--- config.mk ---
export PLATFORM = sky130hd
export DESIGN_NAME = tx_arbiter
export DESIGN_NICKNAME = d
export VERILOG_FILES = /design/src/rtl/apollo_pkg.sv /design/src/rtl/byte_fifo.sv /design/src/rtl/tx_arbiter.sv
export SDC_FILE = /design/constraint.sdc
export NUM_CORES = 1
export LEC_CHECK = 0
export CORE_MARGIN = 3
export CORE_UTILIZATION = 60
export CTS_CLUSTER_DIAMETER = 50
export DETAILED_ROUTE_END_ITERATION = 8
export PLACE_DENSITY_LB_ADDON = 0.15
export SETUP_SLACK_MARGIN = 0.1
export SLEW_MARGIN = 20
export SYNTH_ARGS = -nofsm -noshare
export SYNTH_HDL_FRONTEND = slang
export SYNTH_SLANG_ARGS = --single-unit
--- constraint.sdc ---
create_clock -name clk -period 4.55 [get_ports clk]
set_input_delay 1.1375 -clock clk [delete_from_list [all_inputs] [get_ports clk]]
set_output_delay 1.1375 -clock clk [all_outputs]
set_load 0.02 [all_outputs]
--- src/rtl/apollo_pkg.sv ---
// apollo_pkg: definitions shared by the UART transmit arbiter slice.
//   BYTE_W       : width of every data byte moved through the arbiter
//   state_t      : arbiter FSM state encoding (ST_IDLE / ST_ISSUE / ST_GAP)
//   gnt_t        : grant encoding (GNT_CTL / GNT_STR)
package apollo_pkg;

  localparam int unsigned BYTE_W = 8;

  // Plain constants rather than an enum so that legacy code comparing
  // against raw encodings keeps working.
  typedef logic [1:0] state_t;
  localparam state_t ST_IDLE  = 2'd0;
  localparam state_t ST_ISSUE = 2'd1;
  localparam state_t ST_GAP   = 2'd2;

  typedef logic gnt_t;
  localparam gnt_t GNT_CTL = 1'b0;
  localparam gnt_t GNT_STR = 1'b1;

endpackage

--- src/rtl/byte_fifo.sv ---
// byte_fifo: single-clock byte FIFO buffering the receiver stream.
//   clk, rst_n : clock, asynchronous active-low reset (empties the FIFO)
//   push, din  : write request and data; ignored while full
//   pop        : read request; ignored while empty
//   dout       : byte at the head of the FIFO (valid while !empty)
//   full/empty : occupancy flags derived from the count
// DEPTH must be a power of 2, >= 2, so the pointers wrap naturally.
module byte_fifo
  import apollo_pkg::*;
#(
  parameter int unsigned DEPTH = 16
) (
  input  logic              clk,
  input  logic              rst_n,
  input  logic              push,
  input  logic              pop,
  input  logic [BYTE_W-1:0] din,
  output logic [BYTE_W-1:0] dout,
  output logic              full,
  output logic              empty
);

  localparam int unsigned AW       = (DEPTH > 1) ? $clog2(DEPTH) : 1;
  localparam logic [AW:0] FULL_CNT = (AW + 1)'(DEPTH);

  logic [BYTE_W-1:0] r_mem [DEPTH];
  logic [AW-1:0]     r_wr_ptr;
  logic [AW-1:0]     r_rd_ptr;
  logic [AW:0]       r_count;
  logic              w_push;
  logic              w_pop;

  assign full   = (r_count == FULL_CNT);
  assign empty  = (r_count == '0);
  assign w_push = push & ~full;
  assign w_pop  = pop & ~empty;
  assign dout   = r_mem[r_rd_ptr];

  // Storage needs no reset: a reset empties the FIFO via the count.
  always_ff @(posedge clk) begin
    if (w_push) begin
      r_mem[r_wr_ptr] <= din;
    end
  end

  always_ff @(posedge clk or negedge rst_n) begin
    if (!rst_n) begin
      r_wr_ptr <= '0;
      r_rd_ptr <= '0;
      r_count  <= '0;
    end else begin
      if (w_push) begin
        r_wr_ptr <= r_wr_ptr + AW'(1);
      end
      if (w_pop) begin
        r_rd_ptr <= r_rd_ptr + AW'(1);
      end
      // Simultaneous push and pop leave the count unchanged.
      case ({w_push, w_pop})
        2'b10:   r_count <= r_count + (AW + 1)'(1);
        2'b01:   r_count <= r_count - (AW + 1)'(1);
        default: r_count <= r_count;
      endcase
    end
  end

endmodule

--- src/rtl/tx_arbiter.sv ---
// tx_arbiter: shares one UART transmitter between a controller (command
// responses) and a buffered receiver byte stream, spacing tx_write pulses
// BYTE_GAP clocks apart so the UART is never overrun.
//   clk, rst_n          : clock, asynchronous active-low reset
//   ctl_data, ctl_req   : controller byte and level request (held to ack)
//   ctl_ack             : one-cycle pulse when the controller byte is sent
//   str_data, str_valid : receiver byte and one-cycle strobe
//   str_ready           : FIFO not full
//   tx_in, tx_write     : byte and one-cycle load strobe to the UART
//   ovf, ovf_clr        : sticky stream overflow flag and its clear
// Build option: define TX_ARB_RR_EN for round-robin arbitration when both
// sources are pending; otherwise the controller always has priority.
// BYTE_GAP must be >= 3.
module tx_arbiter
  import apollo_pkg::*;
#(
  parameter int unsigned BYTE_GAP = 4340,
  parameter int unsigned DEPTH    = 16
) (
  input  logic              clk,
  input  logic              rst_n,
  input  logic [BYTE_W-1:0] ctl_data,
  input  logic              ctl_req,
  output logic              ctl_ack,
  input  logic [BYTE_W-1:0] str_data,
  input  logic              str_valid,
  output logic              str_ready,
  output logic [BYTE_W-1:0] tx_in,
  output logic              tx_write,
  output logic              ovf,
  input  logic              ovf_clr
);

  localparam int unsigned     GAP_W    = $clog2(BYTE_GAP);
  // IDLE + ISSUE + (BYTE_GAP-2) GAP cycles = BYTE_GAP between strobes.
  localparam logic [GAP_W-1:0] GAP_LAST = GAP_W'(BYTE_GAP - 3);

  state_t            r_state;
  logic [GAP_W-1:0]  r_gap_cnt;
  gnt_t              r_gnt;
  logic [BYTE_W-1:0] r_tx_in;
  logic              r_ovf;

  logic [BYTE_W-1:0] w_fifo_dout;
  logic              w_full;
  logic              w_empty;
  logic              w_pop;
  logic              w_gnt_any;
  gnt_t              w_gnt_sel;
  logic [BYTE_W-1:0] w_gnt_byte;

`ifdef TX_ARB_RR_EN
  gnt_t              r_last_gnt;
`endif

  byte_fifo #(
    .DEPTH (DEPTH)
  ) u_fifo (
    .clk   (clk),
    .rst_n (rst_n),
    .push  (str_valid),
    .pop   (w_pop),
    .din   (str_data),
    .dout  (w_fifo_dout),
    .full  (w_full),
    .empty (w_empty)
  );

  // Arbitration is evaluated only in IDLE; a request withdrawn before
  // this point simply never wins.
  always_comb begin
    w_gnt_any = 1'b0;
    w_gnt_sel = GNT_CTL;
    if (r_state == ST_IDLE) begin
      if (ctl_req && !w_empty) begin
        w_gnt_any = 1'b1;
`ifdef TX_ARB_RR_EN
        w_gnt_sel = (r_last_gnt == GNT_CTL) ? GNT_STR : GNT_CTL;
`else
        w_gnt_sel = GNT_CTL;
`endif
      end else if (ctl_req) begin
        w_gnt_any = 1'b1;
        w_gnt_sel = GNT_CTL;
      end else if (!w_empty) begin
        w_gnt_any = 1'b1;
        w_gnt_sel = GNT_STR;
      end
    end
  end

  assign w_gnt_byte = (w_gnt_sel == GNT_CTL) ? ctl_data : w_fifo_dout;

  always_ff @(posedge clk or negedge rst_n) begin
    if (!rst_n) begin
      r_state   <= ST_IDLE;
      r_gap_cnt <= '0;
      r_gnt     <= GNT_CTL;
      r_tx_in   <= '0;
    end else begin
      case (r_state)
        ST_IDLE: begin
          if (w_gnt_any) begin
            r_state <= ST_ISSUE;
            r_gnt   <= w_gnt_sel;
            r_tx_in <= w_gnt_byte;
          end
        end
        ST_ISSUE: begin
          r_state   <= ST_GAP;
          r_gap_cnt <= '0;
        end
        ST_GAP: begin
          if (r_gap_cnt == GAP_LAST) begin
            r_state   <= ST_IDLE;
            r_gap_cnt <= '0;
          end else begin
            r_gap_cnt <= r_gap_cnt + GAP_W'(1);
          end
        end
        default: begin
          r_state   <= ST_IDLE;
          r_gap_cnt <= '0;
        end
      endcase
    end
  end

`ifdef TX_ARB_RR_EN
  always_ff @(posedge clk or negedge rst_n) begin
    if (!rst_n) begin
      r_last_gnt <= GNT_STR;
    end else if (w_gnt_any) begin
      r_last_gnt <= w_gnt_sel;
    end
  end
`endif

  // A set from a dropped byte wins over a same-cycle clear.
  always_ff @(posedge clk or negedge rst_n) begin
    if (!rst_n) begin
      r_ovf <= 1'b0;
    end else if (str_valid && w_full) begin
      r_ovf <= 1'b1;
    end else if (ovf_clr) begin
      r_ovf <= 1'b0;
    end
  end

  // The FIFO head was captured into tx_in at grant; it is popped in ISSUE.
  assign w_pop     = (r_state == ST_ISSUE) && (r_gnt == GNT_STR);
  assign tx_write  = (r_state == ST_ISSUE);
  assign ctl_ack   = (r_state == ST_ISSUE) && (r_gnt == GNT_CTL);
  assign tx_in     = r_tx_in;
  assign ovf       = r_ovf;
  assign str_ready = ~w_full;

endmodule

# Yosys cells after proc, flatten, opt, wreduce, memory -nomap -nowiden
# Memory sizes are Yosys's and may differ from the RTL's.
# Cells that the tools add are included.
# totals
register_bits	38
ram_bits	128
in_bits	21
out_inout_bits	12
elab_cells	56
mem_count	1
# op_classes
addsub	5
n_eq_ne	8
n_mux	18
bitwise	5
n_reduce_logical	11
# memory_table
memory	words	width	read_ports	rd_clocked_by_memory_dff	write_ports	line	source
u_fifo.r_mem	16	8	1	0	1	byte_fifo.sv:26	logic [BYTE_W-1:0] r_mem [DEPTH];
# ops
cell	count
$pmux W13 S2	1
$add A13 B1 Y13 const B	1
$eq A13 B13 Y1 const B	1
$mux W13	1
$mux W1	11
$pmux W5 S2	1
$add A4 B1 Y4 const B	2
$mux W8	1
$pmux W2 S3	1
$add A5 B1 Y5 const B	1
$eq A5 B5 Y1 const B	1
$logic_not A5 Y1	1
$sub A5 B1 Y5 const B	1
$eq A2 B1 Y1 const B	2
$eq A2 B2 Y1 const B	2
$logic_and A1 B1 Y1	4
$mux W2	2
$ne A2 B2 Y1 const B	2
$reduce_and A2 Y1	2
$reduce_bool A2 Y1	2
$not A1 Y1	3
$and A1 B1 Y1	2
$logic_not A2 Y1	1
$logic_not A1 Y1	1

# Longest topological paths before layout
# Gate-level depths: netlist of run 1.
# logic_depth
word_depth	7
ltp_mapped	12
ltp_nobuf	10

# By module
# Synthesis of run 1 repeated with hierarchy kept, for this count alone.
# hier_totals
cells_unflattened	476
area_unflattened_um2	7154.4
# modules_own_cells
mod	instances	cells_each	area_each_um2	seq_area_each_um2
byte_fifo	1	332	5779.3	4169.0
tx_arbiter	1	144	1375.1	625.6

# Least setup slack after synthesis of run 1
# Ideal clock, no wire load.
# synth_timing
path_type	input-to-reg
startpoint	input port str_valid
endpoint	register u_fifo.r_count[4]
setup_ns	0.132
arrival_ns	2.927
t_required_ns	4.418
path_slack_ns	1.491
cell_stages	10
n_path_buf	1
path_cell_list	a21boi_1 > inv_1 > ha_1 > clkbuf_1 > xor2_1 > ha_1 > inv_1 > a222oi_1 > nor3_1 > xor2_1
# synth_between
elab_chain_cells	3
word_cells_on_any_way	5
cone_classes	eq/ne (2); mux (1); bitwise (1); reduce/logical (1)
# synth_lines
item	line	source
start, declared	tx_arbiter.sv:26	input logic str_valid,
$and A1 B1 Y1 *	byte_fifo.sv:35	assign w_push = push & ~full;
$eq A2 B1 Y1 or $eq A2 B2 Y1 (tied branches)	byte_fifo.sv:59	case ({w_push, w_pop})
$pmux W5 S2 or $reduce_bool A2 Y1 (tied branches)	n/a	
end signal, assigned	byte_fifo.sv:60	2'b10: r_count <= r_count + (AW + 1)'(1);
end signal, assigned	byte_fifo.sv:61	2'b01: r_count <= r_count - (AW + 1)'(1);
end signal, assigned	byte_fifo.sv:62	default: r_count <= r_count;
end, declared	byte_fifo.sv:29	logic [AW:0] r_count;
# Every way passes the cells marked *; elsewhere a longest branch is shown, timed or not.
# A chain may end at the register's enable or synchronous reset.

# Worst setup path after layout of run 1
# layout_timing
startpoint	register u_fifo.r_count[2]
endpoint	output port str_ready
# layout_between
elab_chain_cells	2
# layout_lines
item	line	source
$eq A5 B5 Y1	byte_fifo.sv:33	assign full = (r_count == FULL_CNT);
$not A1 Y1	tx_arbiter.sv:156	assign str_ready = ~w_full;
end, declared	tx_arbiter.sv:27	output logic str_ready,
# No other way between the ends.

==> flow_metrics.py, run 1 <==
metrics = {
    "logic_synthesis": {
        "syn_avg_cell_area_um2": 15.85,
        "ys_seq_area_share_pct": 69.08,
        "synthCells": 438,
        "async_reset_ff_share_pct": 22.89,
        "ys_warn_count": 0,
        "netlist_area_um2": 6940,
        "synth_edf_count": 128,
        "syn_nets": 469,
        "ys_ff_latch": 166,
        "yosys.cell_types.count": 49,
        "ys.flop_type": "edfxtp_1",
    },
    "pwr": {
        "p_per_area_nw_per_um2": 611.8,
        "pwr-share-clk_pct": 28.7,
        "switching_share_pct": 31.41,
        "ir_worst_vdd_mv": 0.3682,
        "p_sw_w": 0.001526,
        "p_int_w": 0.003332,
        "combPwrFrac_pct": 27.5,
        "power.leakage_nw": 2.731,
        "p_seq_share_pct": 43.9,
    },
    "routing": {
        "drcViolationCount": 0,
        "drt_iter0_markers": 426,
        "postRouteAntennaNets": 0,
        "wl_um": 14080,
        "first_pass_iters": 5,
        "via_per_inst": 6.411,
        "wl_per_cell_um": 22.53,
        "vias": 4007,
    },
    "critical_path": {
        "arrival_ns": 2.00,
        "reg2regPathDepth": 9,
        "critical_path_class": "register to output pin",
        "slowest_stage": "clkdlybuf4s50_1",
        "cp.depth": 3,
        "critPathMaxFanout": 8,
        "critPathTopFamily": "simple AND/OR/NAND/NOR gates",
        "cp_num_buf_inv": 1,
        "path_cells": "nor4_1 -> nand2_1 -> clkdlybuf4s50_1",
        "critPathLaunchType": "register",
        "worst-r2r-setup-slack_ns": 1.70,
        "cp-end-kind": "output pin",
        "crit_path_max_incr_delay_ns": 0.55,
        "worstPathRequired_ns": 3.41,
    },
    "timing": {
        "clock_skew_ns": 0.007154,
        "fin_crit_sh_pct": 69.04,
        "drv_slew": 0,
        "hold_ws_ns": 0.4966,
        "finalSetupViolCount": 0,
        "finalHoldViolCount": 0,
        "period_minus_slack_ns": 3.141,
        "rsz0062_at_grt": "false",
        "finalSetupTns_ns": 0,
        "max_freq_mhz": 318.3,
        "worst_slack_ns": 1.409,
        "relSlewSlack_pct": 36.62,
        "tightestPinTransition_ns": 0.9434,
    },
    "run": {
        "drv_cap": 0,
    },
    "layout": {
        "drive_above_1_share_pct": 13.61,
        "fillCellCount": 697,
        "register_area_um2": 4798,
        "num-nets-final": 504,
        "antenna_cells": 0,
        "syn2layout_area_growth_pct": 14.40,
        "multi_input_area_um2": 1986,
        "design_area_um2": 7940,
    },
    "floorplan": {
        "io_pins": 33,
        "dieArea_um2": 12890,
        "row_count": 38,
        "fp.dieW_um": 113.6,
        "core-area_um2": 11080,
        "chipHeight_um": 113.6,
        "start_util_pct": 62.65,
    },
    "cts": {
        "postCtsSetupRepairBufs": 0,
        "clk_pin_slew_ns": 0.06,
        "ctsHoldBuffers": 0,
        "cts_tree": "yes",
        "clockBufferDepth": 2,
        "worstSkewPairLatency_ns": 0.42,
        "cts-root-buf": "clkbuf_16",
        "clock-sinks": 166,
        "htreeDepth": 4,
        "cts_made_buffers": 17,
        "cts_resized": 0,
    },
    "grt": {
        "grt_pass1_wl_um": 22360,
        "grt_max_degree": 39,
        "grt_use_total_pct": 23.62,
        "grt_pass1_vias": 4077,
        "antenna_found_initial": 0,
        "grt.overflow.total": 0,
    },
    "worst_hold_path": {
        "hold_class": "register to register",
        "hold_depth": 1,
    },
    "placement": {
        "post_dp_cell_area_um2": 7366,
        "gp_congestion": 0.8536,
        "dpl.hpwl_um": 8891,
        "port_buffers": 32,
        "place_ws_ns": 1.142,
    },
    "run_status": {
        "status": "complete, no violations",
    },
}
-- cells in the mapped netlist, drive strengths merged (6+ instances only) --
master | count | area [um^2]
nor4 | 6 | 52.55
nand2b | 6 | 37.54
xnor2 | 7 | 61.31
buf | 12 | 77.57
a22oi | 8 | 60.06
mux4 | 24 | 540.5
mux2i | 16 | 160.2
nand2 | 23 | 86.33
nor2 | 26 | 100.1
clkbuf | 11 | 41.29
nor3 | 11 | 55.05
edfxtp | 128 | 3844
dfrtp | 38 | 950.9
o21ai | 14 | 70.07
ha | 10 | 125.1
o22ai | 9 | 56.30
a31oi | 8 | 50.05
inv | 11 | 41.29
xor2 | 7 | 61.31
nand3 | 7 | 35.03
o21a | 6 | 45.04
a221oi | 8 | 70.07
-- logic make-up (layout without fill, tap and decap cells) --
group           Yosys count  after routing  share of synthesized area, %
flops                   166            166                         69.08
buf+inv                  34             81                         2.308
mux                      41             41                         10.26
xor+xnor                 14             14                         1.767
fa+ha+maj                10             10                         1.803
simple gates             97             97                         7.139
compound gates           76             76                         7.644
-- final timing paths --
kind | start | end
min | r_state[0]$_DFFE_PN0P_ | r_gap_cnt[12]$_DFFE_PN0N_
max in group asynchronous | rst_n | u_fifo.r_rd_ptr[0]$_DFFE_PN0P_
max reg2reg | u_fifo.r_count[0]$_DFFE_PN0P_ | u_fifo.r_count[4]$_DFFE_PN0P_
min in group asynchronous | rst_n | r_gap_cnt[10]$_DFFE_PN0N_
max | u_fifo.r_count[2]$_DFFE_PN0P_ | str_ready
min reg2reg | r_state[0]$_DFFE_PN0P_ | r_gap_cnt[12]$_DFFE_PN0N_
-- sequential cells by signal, indices dropped and copies added (netlist names) --
signal,cells
ovf,1
r_gap_cnt,13
r_gnt,1
r_state,2
tx_in,8
u_fifo.r_count,5
u_fifo.r_mem,128
u_fifo.r_rd_ptr,4
u_fifo.r_wr_ptr,4
-- cell type report --
type                       count  area share, %
clock buffer                  21          5.547
clock inverter                10          1.655
inverter                      11         0.5200
multi-input combinational    238          25.01
sequential                   166          60.43
tap                          140          2.206
timing repair buffer          39          4.633
-- worst reg2reg max path, cell delays in order (launching register included) --
cell	delay, ns
dfrtp_1	0.45
or4_1	0.61
o211a_1	0.35
ha_1	0.34
xor2_1	0.19
ha_1	0.20
inv_1	0.05
a222oi_1	0.30
nor3_1	0.10
xor2_1	0.15
-- placed cells by master, fill, tap and decap left out, types with 6 or more instances in the layout --
master,instances
edfxtp_1,128
dfrtp_1,37
clkdlybuf4s50_1,31
nor2_1,25
mux4_2,24
nand2_1,23
clkbuf_16,17
mux2i_1,16
o21ai_0,14
inv_1,11
nor3_1,11
ha_1,10
o22ai_1,9
a22oi_1,8
a221oi_1,8
a31oi_1,8
xor2_1,7
xnor2_1,7
nand3_1,7
buf_4,7
nand2b_1,6
o21a_1,6
-- power by group through the flow --
stage	Clock [W]	Combinational [W]	Sequential, W
finish	0.00139	0.00133	0.00213
global route	0.00147	0.00146	0.00217
CTS	0.00140	0.00134	0.00213
detailed placement	0	0.00132	0.00215
global placement	0	0.00128	0.00214
floorplan	0	0.00103	0.00204
-- through the flow --
step,util [%],total power (W),instances
2_1_floorplan,-,0.003061,438
3_3_place_gp,66.49,0.003417,594
3_5_place_dp,66.49,0.003475,594
4_1_cts,71.65,0.004872,625
5_1_grt,71.67,0.005097,625
6_report,71.67,0.004858,625
-- per-layer routing --
metal	wire [um]	GRT usage, %	part of all wire [%]	vias to the layer above
met5	0	0	0	-
met4	393	9.295	2.8	0
met3	1177	6.684	8.4	30
met2	6427	34.47	46	190
met1	6082	34.29	43	1998
li1	-	-	-	1789
Power figures use the tool's default switching activity.
==> inputs of run 2 (changes only) <==
==> constraint.sdc (replaced) <==
create_clock -name clk -period 3.25 [get_ports clk]
set_input_delay 0.8125 -clock clk [delete_from_list [all_inputs] [get_ports clk]]
set_output_delay 0.8125 -clock clk [all_outputs]
set_load 0.02 [all_outputs]
==> run 2 against run 1 <==
Flip-flop and latch count is the same. Core utilization is 1.4 points higher. Register-to-register slack got worse by 1.3 ns. Largest power group unchanged. Critical endpoint is now u_fifo.r_count[4]$_DFFE_PN0P_. Critical path depth up 6. Non-clock buffer count grew 15. First-iteration DRC count increased by 8.9%. Hold slack got worse by 0.017 ns. Cell area is 2.0% higher. Clock power grew 49%. Power rose by 44%. Combinational power rose by 50%.
==> flow_metrics.py, run 2 (synthesized netlist as in run 1, its figures left out) <==
metrics = {
    "run_status": {
        "status": "complete, no violations",
    },
    "timing": {
        "period_minus_slack_ns": 2.885,
        "drv_slew": 0,
        "tightestPinTransition_ns": 0.8707,
        "finalSetupViolCount": 0,
        "relSlewSlack_pct": 41.95,
        "worst_slack_ns": 0.3646,
        "finalSetupTns_ns": 0,
        "hold_ws_ns": 0.4798,
        "finalHoldViolCount": 0,
        "fin_crit_sh_pct": 88.78,
        "rsz0062_at_grt": "false",
        "clock_skew_ns": 0.01027,
        "max_freq_mhz": 346.6,
    },
    "placement": {
        "place_ws_ns": 0.2066,
        "gp_congestion": 0.8247,
        "dpl.hpwl_um": 9267,
        "port_buffers": 32,
        "dp_cells": 609,
    },
    "floorplan": {
        "core-area_um2": 11080,
        "fp.dieW_um": 113.6,
        "chipHeight_um": 113.6,
        "dieArea_um2": 12890,
        "io_pins": 33,
        "row_count": 38,
        "start_util_pct": 62.65,
    },
    "grt": {
        "grt_use_total_pct": 23.95,
        "grt_max_degree": 39,
        "grt.overflow.total": 0,
        "antenna_found_initial": 0,
        "grt_pass1_wl_um": 22650,
        "grt_pass1_vias": 3988,
    },
    "routing": {
        "drcViolationCount": 0,
        "wl_per_cell_um": 22.42,
        "wl_um": 14350,
        "via_per_inst": 6.344,
        "vias": 4060,
        "postRouteAntennaNets": 0,
        "first_pass_iters": 6,
        "drt_iter0_markers": 464,
    },
    "pwr": {
        "p_per_area_nw_per_um2": 862.5,
        "ir_worst_vdd_mv": 0.7173,
        "power.leakage_nw": 2.839,
    },
    "cts": {
        "cts_tree": "yes",
        "cts_made_buffers": 17,
        "cts_resized": 0,
        "htreeDepth": 4,
        "postCtsSetupRepairBufs": 0,
        "worstSkewPairLatency_ns": 0.42,
        "ctsHoldBuffers": 0,
        "clock-sinks": 166,
        "clockBufferDepth": 2,
        "cts-root-buf": "clkbuf_16",
        "clk_pin_slew_ns": 0.07,
    },
    "critical_path": {
        "critPathLaunchType": "register",
        "cp-end-kind": "register",
        "arrival_ns": 3.19,
        "critical_path_class": "register to register",
        "worstPathRequired_ns": 3.55,
        "critPathMaxFanout": 8,
    },
    "layout": {
        "final_cell_mix": "edfxtp_1 (128), dfrtp_1 (37), clkdlybuf4s50_1 (31)",
        "utilization_pct": 73.12,
        "layout_commonest_cell": "edfxtp_1",
        "syn2layout_area_growth_pct": 16.71,
        "largest_register_ffs": 128,
        "num-nets-final": 519,
        "regMostFlops": "u_fifo.r_mem",
        "antenna_cells": 0,
        "drive_above_1_share_pct": 17.00,
        "fin_cells": 640,
    },
    "run": {
        "drv_cap": 0,
    },
    "worst_hold_path": {
        "hold_class": "register to register",
    },
}
## run 2: per-layer routing
metal,GRT usage (%),up-vias,wire (um)
met3,6.419,34,966
met1,34.24,2045,6202
li1,-,1822,-
met5,0,-,0
met4,7.772,0,307
met2,36.55,159,6870
## run 2: final timing paths
check | start | endpoint | slack, ns | cells past startpoint
worst max-delay path | u_fifo.r_count[2]$_DFFE_PN0P_ | u_fifo.r_count[4]$_DFFE_PN0P_ | 0.36 | 9
worst max register to register | u_fifo.r_count[2]$_DFFE_PN0P_ | u_fifo.r_count[4]$_DFFE_PN0P_ | 0.36 | 9
max in group asynchronous | rst_n | u_fifo.r_rd_ptr[0]$_DFFE_PN0P_ | 2.15 | 1
min in group asynchronous | rst_n | r_gap_cnt[2]$_DFFE_PN0N_ | 0.51 | 1
worst min-delay path | r_state[0]$_DFFE_PN0P_ | r_gap_cnt[12]$_DFFE_PN0N_ | 0.48 | 1
worst min register to register | r_state[0]$_DFFE_PN0P_ | r_gap_cnt[12]$_DFFE_PN0N_ | 0.48 | 1
## run 2: where the power goes
part	leakage, nW	switching [W]	internal [W]
clock network	0.292	0.000797	0.00128
registers	1.63	0.000287	0.00263
logic	0.918	0.00111	0.000886
## run 2: critical path, stage by stage, from the launching register on
cell and delay [ns]:
dfrtp_1 0.47, or4_1 0.59, o211a_1 0.34, ha_1 0.34, xor2_1 0.20, ha_1 0.22
inv_1 0.06, a222oi_1 0.31, nor3_1 0.09, xor2_1 0.15
## run 2: area by class of cell
cell class / count / area [um^2]
fillers: 693 / 2978
clock buffers: 17 / 425.4
well taps: 140 / 175.2
multi-input cells: 238 / 1986
flip-flops and latches: 166 / 4796
inverters: 11 / 41.29
repair buffers: 54 / 493.0
clock inverters: 14 / 183.9
## run 2: through the flow
stage	cell area, um^2	total power [W]
after floorplan	6940	0.004285
after global placement	7491	0.004850
after detailed placement	7491	0.004927
after CTS	8100	0.006999
after global routing	8100	0.007295
final	8100	0.006987
